`config.mk`:
```
export PLATFORM = sky130hd
export DESIGN_NAME = fetch_stage
export DESIGN_NICKNAME = d
export VERILOG_FILES = /design/src/rtl/fetch_pkg.sv /design/src/rtl/fetch_pc_gen.sv /design/src/rtl/fetch_stage.sv
export SDC_FILE = /design/constraint.sdc
export NUM_CORES = 1
export LEC_CHECK = 0
export BUFFER_PORTS_ARGS = -buffer_cell sky130_fd_sc_hd__buf_2
export CORE_MARGIN = 2
export CORE_UTILIZATION = 45
export CTS_CLUSTER_SIZE = 24
export DETAILED_ROUTE_END_ITERATION = 10
export PLACE_DENSITY = 0.74
export SYNTH_ARGS = -nofsm -noshare
export SYNTH_HDL_FRONTEND = slang
export SYNTH_HIERARCHICAL = 1
export SYNTH_SLANG_ARGS = --single-unit
export TNS_END_PERCENT = 5
```
`constraint.sdc`:
```
create_clock -name clk -period 3.4 [get_ports clk]
set_input_delay 0.17 -clock clk [delete_from_list [all_inputs] [get_ports clk]]
set_output_delay 0.17 -clock clk [all_outputs]
set_load 0.1 [all_outputs]
```
`src/rtl/fetch_pkg.sv`:
```
// Shared types and default widths for the fetch stage.
package fetch_pkg;

  localparam int unsigned DEFAULT_PC_WIDTH    = 32;
  localparam int unsigned DEFAULT_INSTR_WIDTH = 32;
  localparam logic [31:0] DEFAULT_RESET_PC    = '0;

  typedef enum logic [1:0] {
    IDLE,
    FETCH,
    HOLD,
    DRAIN
  } fetch_state_t;

endpackage

```
`src/rtl/fetch_pc_gen.sv`:
```
// Program counter register: redirect load takes priority over sequential increment.
module fetch_pc_gen
  import fetch_pkg::*;
#(
  parameter int unsigned                 PC_WIDTH = DEFAULT_PC_WIDTH,
  parameter logic [PC_WIDTH-1:0]         RESET_PC = PC_WIDTH'(DEFAULT_RESET_PC),
  parameter int unsigned                 PC_STEP  = 1
) (
  input  logic                clk,
  input  logic                rst,
  input  logic                load,
  input  logic [PC_WIDTH-1:0] load_pc,
  input  logic                inc,
  output logic [PC_WIDTH-1:0] pc
);

  always_ff @(posedge clk or negedge rst) begin
    if (!rst) begin
      pc <= RESET_PC;
    end else if (load) begin
      pc <= load_pc;
    end else if (inc) begin
      pc <= pc + PC_WIDTH'(PC_STEP);
    end
  end

endmodule

```
`src/rtl/fetch_stage.sv`:
```
// Fetch stage: owns the pc, fetches over req/ack and presents (pc, instruction, valid).
// Optional performance counters enabled by FETCH_PERF_CNT_EN.
module fetch_stage
  import fetch_pkg::*;
#(
  parameter int unsigned         PC_WIDTH    = DEFAULT_PC_WIDTH,
  parameter int unsigned         INSTR_WIDTH = DEFAULT_INSTR_WIDTH,
  parameter logic [PC_WIDTH-1:0] RESET_PC    = PC_WIDTH'(DEFAULT_RESET_PC),
  parameter int unsigned         PC_STEP     = 1
) (
  input  logic                   clk,
  input  logic                   rst,
  input  logic                   i_stall,
  input  logic                   i_redirect,
  input  logic [PC_WIDTH-1:0]    i_redirect_pc,
  output logic                   o_imem_req,
  output logic [PC_WIDTH-1:0]    o_imem_addr,
  input  logic                   i_imem_ack,
  input  logic [INSTR_WIDTH-1:0] i_imem_data,
  output logic [PC_WIDTH-1:0]    o_pc,
  output logic [INSTR_WIDTH-1:0] o_instruction,
  output logic                   o_valid,
  output logic [31:0]            o_fetch_count,
  output logic [31:0]            o_stall_count
);

  fetch_state_t        state, state_next;
  logic [PC_WIDTH-1:0] pc;
  logic [PC_WIDTH-1:0] drain_addr;
  logic                pc_load, pc_inc, capture, clear_valid;

  fetch_pc_gen #(
    .PC_WIDTH (PC_WIDTH),
    .RESET_PC (RESET_PC),
    .PC_STEP  (PC_STEP)
  ) u_pc_gen (
    .clk     (clk),
    .rst     (rst),
    .load    (pc_load),
    .load_pc (i_redirect_pc),
    .inc     (pc_inc),
    .pc      (pc)
  );

  always_comb begin
    state_next  = state;
    o_imem_req  = 1'b0;
    o_imem_addr = pc;
    pc_load     = 1'b0;
    pc_inc      = 1'b0;
    capture     = 1'b0;
    clear_valid = 1'b0;
    case (state)
      IDLE: begin
        state_next = FETCH;
        pc_load    = i_redirect;
      end
      FETCH: begin
        // Withhold the request while a presented word is stalled so no ack can overwrite it.
        o_imem_req = !(o_valid && i_stall);
        if (i_redirect) begin
          pc_load     = 1'b1;
          clear_valid = 1'b1;
          if (o_imem_req && !i_imem_ack) state_next = DRAIN;
        end else if (!o_imem_req) begin
          state_next = HOLD;
        end else if (i_imem_ack) begin
          capture = 1'b1;
          pc_inc  = 1'b1;
        end else if (!i_stall) begin
          clear_valid = 1'b1;
        end
      end
      HOLD: begin
        if (i_redirect) begin
          pc_load     = 1'b1;
          clear_valid = 1'b1;
          state_next  = FETCH;
        end else if (!i_stall) begin
          clear_valid = 1'b1;
          state_next  = FETCH;
        end
      end
      DRAIN: begin
        o_imem_req  = 1'b1;
        o_imem_addr = drain_addr;
        if (i_redirect) begin
          pc_load     = 1'b1;
          clear_valid = 1'b1;
        end
        if (i_imem_ack) state_next = FETCH;
      end
      default: state_next = IDLE;
    endcase
  end

  always_ff @(posedge clk or negedge rst) begin
    if (!rst) begin
      state         <= IDLE;
      drain_addr    <= '0;
      o_pc          <= '0;
      o_instruction <= '0;
      o_valid       <= 1'b0;
    end else begin
      state <= state_next;
      // Tracks the outstanding address so DRAIN can keep it after pc is redirected.
      if (state == FETCH) drain_addr <= pc;
      if (capture) begin
        o_pc          <= pc;
        o_instruction <= i_imem_data;
        o_valid       <= 1'b1;
      end else if (clear_valid) begin
        o_valid <= 1'b0;
      end
    end
  end

`ifdef FETCH_PERF_CNT_EN
  logic [31:0] fetch_count, stall_count;

  always_ff @(posedge clk or negedge rst) begin
    if (!rst) begin
      fetch_count <= '0;
      stall_count <= '0;
    end else begin
      if (capture) fetch_count <= fetch_count + 32'd1;
      if (o_valid && i_stall) stall_count <= stall_count + 32'd1;
    end
  end

  assign o_fetch_count = fetch_count;
  assign o_stall_count = stall_count;
`else
  assign o_fetch_count = '0;
  assign o_stall_count = '0;
`endif

endmodule
```
---- After elaboration in Yosys (flattened, before gate mapping) ----
Cells that the tools add are included.
cells by class
  reduce and logical (&&, ||, !) cells .... 9
  multiplexer cells ....................... 25
  order comparisons ....................... 0
  bitwise operators ....................... 0
  multiply operators ...................... 0
  div/mod/pow operators ................... 0
  add/subtract/negate cells ............... 1
  eq/ne operators ......................... 7
  shift-type cells ........................ 0
operator list
  kind                                                                   number
  32-bit 2-to-1 mux                                                      3
  32-bit by 1-bit adder with 32-bit output, second input constant        1
  1-bit 2-to-1 mux                                                       12
  2-bit 2-to-1 mux                                                       6
  3-bit inequality test, second input constant                           3
  2-bit one-hot mux with 4 select lines                                  1
  2-bit equality test, second input constant                             2
  1-bit one-hot mux with 2 select lines                                  2
  4-bit AND reduction                                                    1
  2-bit nonzero test                                                     2
  1-bit one-hot mux with 3 select lines                                  1
  3-bit OR reduction                                                     1
  2-bit by 1-bit equality test with 1-bit output, second input constant  1
  1-bit logical AND                                                      2
  1-bit zero test                                                        2
  2-bit zero test                                                        1
  2-bit inequality test, second input constant                           1
storage, ports and cells
  register bits ........................... 131
  bits in read-only memories .............. 0
  word-level logic and storage cells ...... 48
  latch bits .............................. 0
  bits of input ports ..................... 69
  memories kept ........................... 0
  bits in writable memories ............... 0

---- Depth between registers and ports, before layout ----
  word-level depth ........................ 7
  depth in mapped cells ................... 13

---- Modules after synthesis ----
Netlist, hierarchy kept.
modules (own cells, without submodules)
  module        cells an instance  instances  area an instance (µm²)
  fetch_stage   336                1          4838.4
  fetch_pc_gen  219                1          1966.9

---- Worst setup path after synthesis ----
No wires, ideal clock.
  kind .................................... flip-flop to flip-flop
  start ................................... register o_valid
  end ..................................... register u_pc_gen.pc[19]
  path slack .............................. 657 ps
  cell stages (with the launch flop) ...... 11
  data arrival time ....................... 2661 ps
  data required time ...................... 3318 ps
  period minus slack after synthesis ...... 2743 ps
  library setup time ...................... 82 ps
  cells stage by stage .................... dfrtp_1 -> nand2_1 -> nand3_1 -> buf_6 -> buf_6 -> inv_1 -> and4_1 -> buf_6 -> nand4_4 -> or4_1 -> a31oi_1
on the way
  longest elaborated chain between the ends .. 5
RTL lines
  item                            RTL line            text
  start: declaration              fetch_stage.sv:22   output logic o_valid,
  start signal: assignment        fetch_stage.sv:103  o_valid <= 1'b0;
  start signal: assignment        fetch_stage.sv:111  o_valid <= 1'b1;
  start signal: assignment        fetch_stage.sv:113  o_valid <= 1'b0;
  1-bit logical AND               fetch_stage.sv:60   o_imem_req = !(o_valid && i_stall);
  1-bit 2-to-1 mux (3 in series)  --
  via capture                     fetch_stage.sv:30   logic pc_load, pc_inc, capture, clear_valid;
  2-bit nonzero test (no line)    --
  end signal: assignment          fetch_pc_gen.sv:21  pc <= load_pc;
  end signal: assignment          fetch_pc_gen.sv:23  pc <= pc + PC_WIDTH'(PC_STEP);
  end: declaration                fetch_pc_gen.sv:14  output logic [PC_WIDTH-1:0] pc
The timed path passes the listed nets, and every way through them passes these cells.
A chain may end at the register's enable or synchronous reset.

---- Worst setup path after layout ----
  start ................................... register state[1]
  end ..................................... register u_pc_gen.pc[19]
on the way
  elaborated cells between the ends (all ways) .. 9
RTL lines
  item                                            RTL line            text
  start: declaration                              fetch_stage.sv:27   fetch_state_t state, state_next;
  start signal: assignment                        fetch_stage.sv:105  state <= state_next;
  2-bit by 1-bit equality test with 1-bit output  --
  1-bit 2-to-1 mux                                --
  via capture                                     fetch_stage.sv:30
  2-bit nonzero test (no line)                    --
The timed path passes the listed nets, and every way through them passes these cells.

==> reports/qor.csv <==
metric,value,unit
outcome,"finished, final reports clean",
routed wire length,15.3,mm
CP arrival,2940,ps
clock skew,8.91,ps
most common cell in the netlist,dfrtp_1,
setup TNS,0,ps
Clock Path Buffers,2,
Worst-Skew Late Latency,410,ps
wire length per cell,15.9,um
"EDFF count, synth",0,
gpl congestion,0.791,
Total GRT Usage,19.3,%
RSZ-0062 raised after global routing,false,
Post-CTS Setup Inserts,0,
hold depth,3,
num ports,231,
Slew Limit Fails,0,
Synth cell types,48,
Setup Crit Path Kind,reg2reg,
final instance area,8620,sq um
Residual DRC,0,
Critical Path End Type,flip-flop,
"FF+latch count, synth",131,
via count,4894,
grt total ovfl,0,
cts repair resizes,0,
Chip Width,127,um
port bufs,166,
first-pass GRT wire length,24.8,mm
Setup-failing EPs final,0,
vias in the first global route,4841,
post-route clock period utilization,76.7,%
"slowest stage delay, CP",520,ps
Post-CTS Hold Buffers,48,
H-tree Lvls,4,
fillcell total,1182,
"top cells by area, synth","dfrtp_1, mux2_2, mux2_4",
antenna violations before repair,0,
"Async S/R FF share, synth",100,%
DR iter-0 viols,207,
clk sinks,131,
type of the tightest min-delay check,in2reg,
Slew @ Worst Pin,1110,ps
final hold violations,0,
layout cell share with drive strength beyond 1,43.4,%
CTS tree,yes,
multi-input combinational cell area,3100,sq um
FF-to-FF path depth,9,
fin cells,961,
startpoint types,flip-flop,
Root Driver,clkbuf_16,
warning count from the yosys run,6,
Pre-Repair DR Iteration Count,4,
Core Area,14600,sq um
Max Cap Viol,0,
cell count after synthesis,555,
CP max FO,8,
Area Growth Syn to Fin,26.7,%
post-synth top area cell,dfrtp_1,
CP cell instances,inv_1 -> ha_2 -> and2b_1 -> nand3_4 -> inv_1 -> and4_1 -> nand4_4 -> or4_1 -> a31oi_1,
area share of the largest cell type after synthesis,48.2,%
Die H,127,um
remaining antenna violation count,0,
clock slew at reported path FFs,60,ps
area of the mapped netlist,6810,sq um
TritonCTS Buffers,17,
via-per-instance ratio,5.09,
placed instance count,881,
Placed Instance Area,7510,sq um
Tmin final,2610,ps
largest net degree at the start of global routing,110,
CP max stage cell,or4_1,
"Top FF cell, synth",dfrtp_1,
Antenna diodes,0,
fmax,0.384,GHz
nets,838,
Max-slew headroom,26.0,%
Synth top cells by count,"dfrtp_1, mux2_2, buf_4",
Avg Inst Size Synth,12.3,sq um
initial core utilization,46.5,%
row cnt,44,
Worst Path Required,3730,ps
Register Area,3280,sq um
DP HPWL,10.0,mm
full die area,16100,sq um
Critical Path Most Common Cell,inv_1,
sequential cell area fraction in the yosys report,48.2,%
==> worst paths after layout <==
check / from / end / slack, ps
min in group asynchronous: rst / o_pc[25] / 470
min: i_redirect_pc[18] / u_pc_gen/pc[18] / 30
max: state[1] / u_pc_gen/pc[19] / 790
min reg2reg: o_pc[8] / o_pc[8] / 500
max reg2reg: state[1] / u_pc_gen/pc[19] / 790
max in group asynchronous: rst / u_pc_gen/pc[11] / 2020
==> metrics by stage <==
stage / setup WS (ps) / utilization [%] / hold slack (ps)
floorplan: 657 / - / -126
global placement: 950 / 51.3 / 363
detailed placement: 821 / 51.3 / 378
CTS: 788 / 58.9 / 4.81
global route: 603 / 58.9 / 21.0
finish: 794 / 58.9 / 30.0
==> per-layer routing <==
layer | part of all wire, % | track usage, % | vias up
li1 | - | - | 2280
met1 | 43 | 25.5 | 2418
met2 | 50 | 31.5 | 185
met3 | 6.5 | 4.48 | 11
met4 | 0.94 | 6.92 | 0
met5 | 0 | 0 | -
==> sequential cells by signal (all words and copies together), names as in the netlist <==
signal / count
drain_addr: 32
o_instruction: 32
o_pc: 32
u_pc_gen/pc: 32
state: 2
o_valid: 1
==> layout by cell type, fill, tap and decap left out, drive strengths merged, types with 2 or more instances in the layout <==
cell type / n
buf: 170
dfrtp: 131
mux2: 128
conb: 64
dlygate4sd3: 48
nand2: 27
o21ai: 21
nor2: 21
clkbuf: 21
nand4: 16
a31oi: 15
nand3: 14
or4: 12
o31ai: 11
xor2: 10
inv: 7
clkinv: 5
bufinv: 5
and3: 5
ha: 5
and4: 5
or3: 4
nand2b: 3
o31a: 3
and2: 3
a211oi: 2
o211ai: 2
xnor2: 2
nor2b: 2
==> cell families after synthesis <==
| kind of cell | count (synthesis) | synth area share, % |
|---|---|---|
| xor gates and xnor gates | 12 | 1.54 |
| DFF | 131 | 48.2 |
| buffers and inverters | 98 | 9.95 |
| adders and majority gates | 5 | 0.919 |
| other | 1 | 0.0551 |
| AOI/OAI and AO/OA | 60 | 5.63 |
| and+or+nand+nor | 119 | 10.3 |
| muxes | 129 | 23.4 |
==> cell type report <==
type                       count  share of cell area (%)
clock inverter                11                    2.12
multi-input combinational    389                    36.0
tap                          184                    2.67
sequential                   131                    38.0
timing repair buffer         218                    15.6
clock buffer                  21                    5.23
inverter                       7                   0.305
==> critical path: cells and delay by family (launching register included) <==
family                   cells  cell delay, ps
adder cells (fa/ha/maj)      1             190
buffers and inverters        2             270
AND/OR/NAND/NOR              5            1450
AO/OA/AOI/OAI                1             180
flip-flops                   1             420
Power is left out: the tool's default activity adds up to more than one toggle a clock period on the data nets, which glitch-free logic cannot reach.
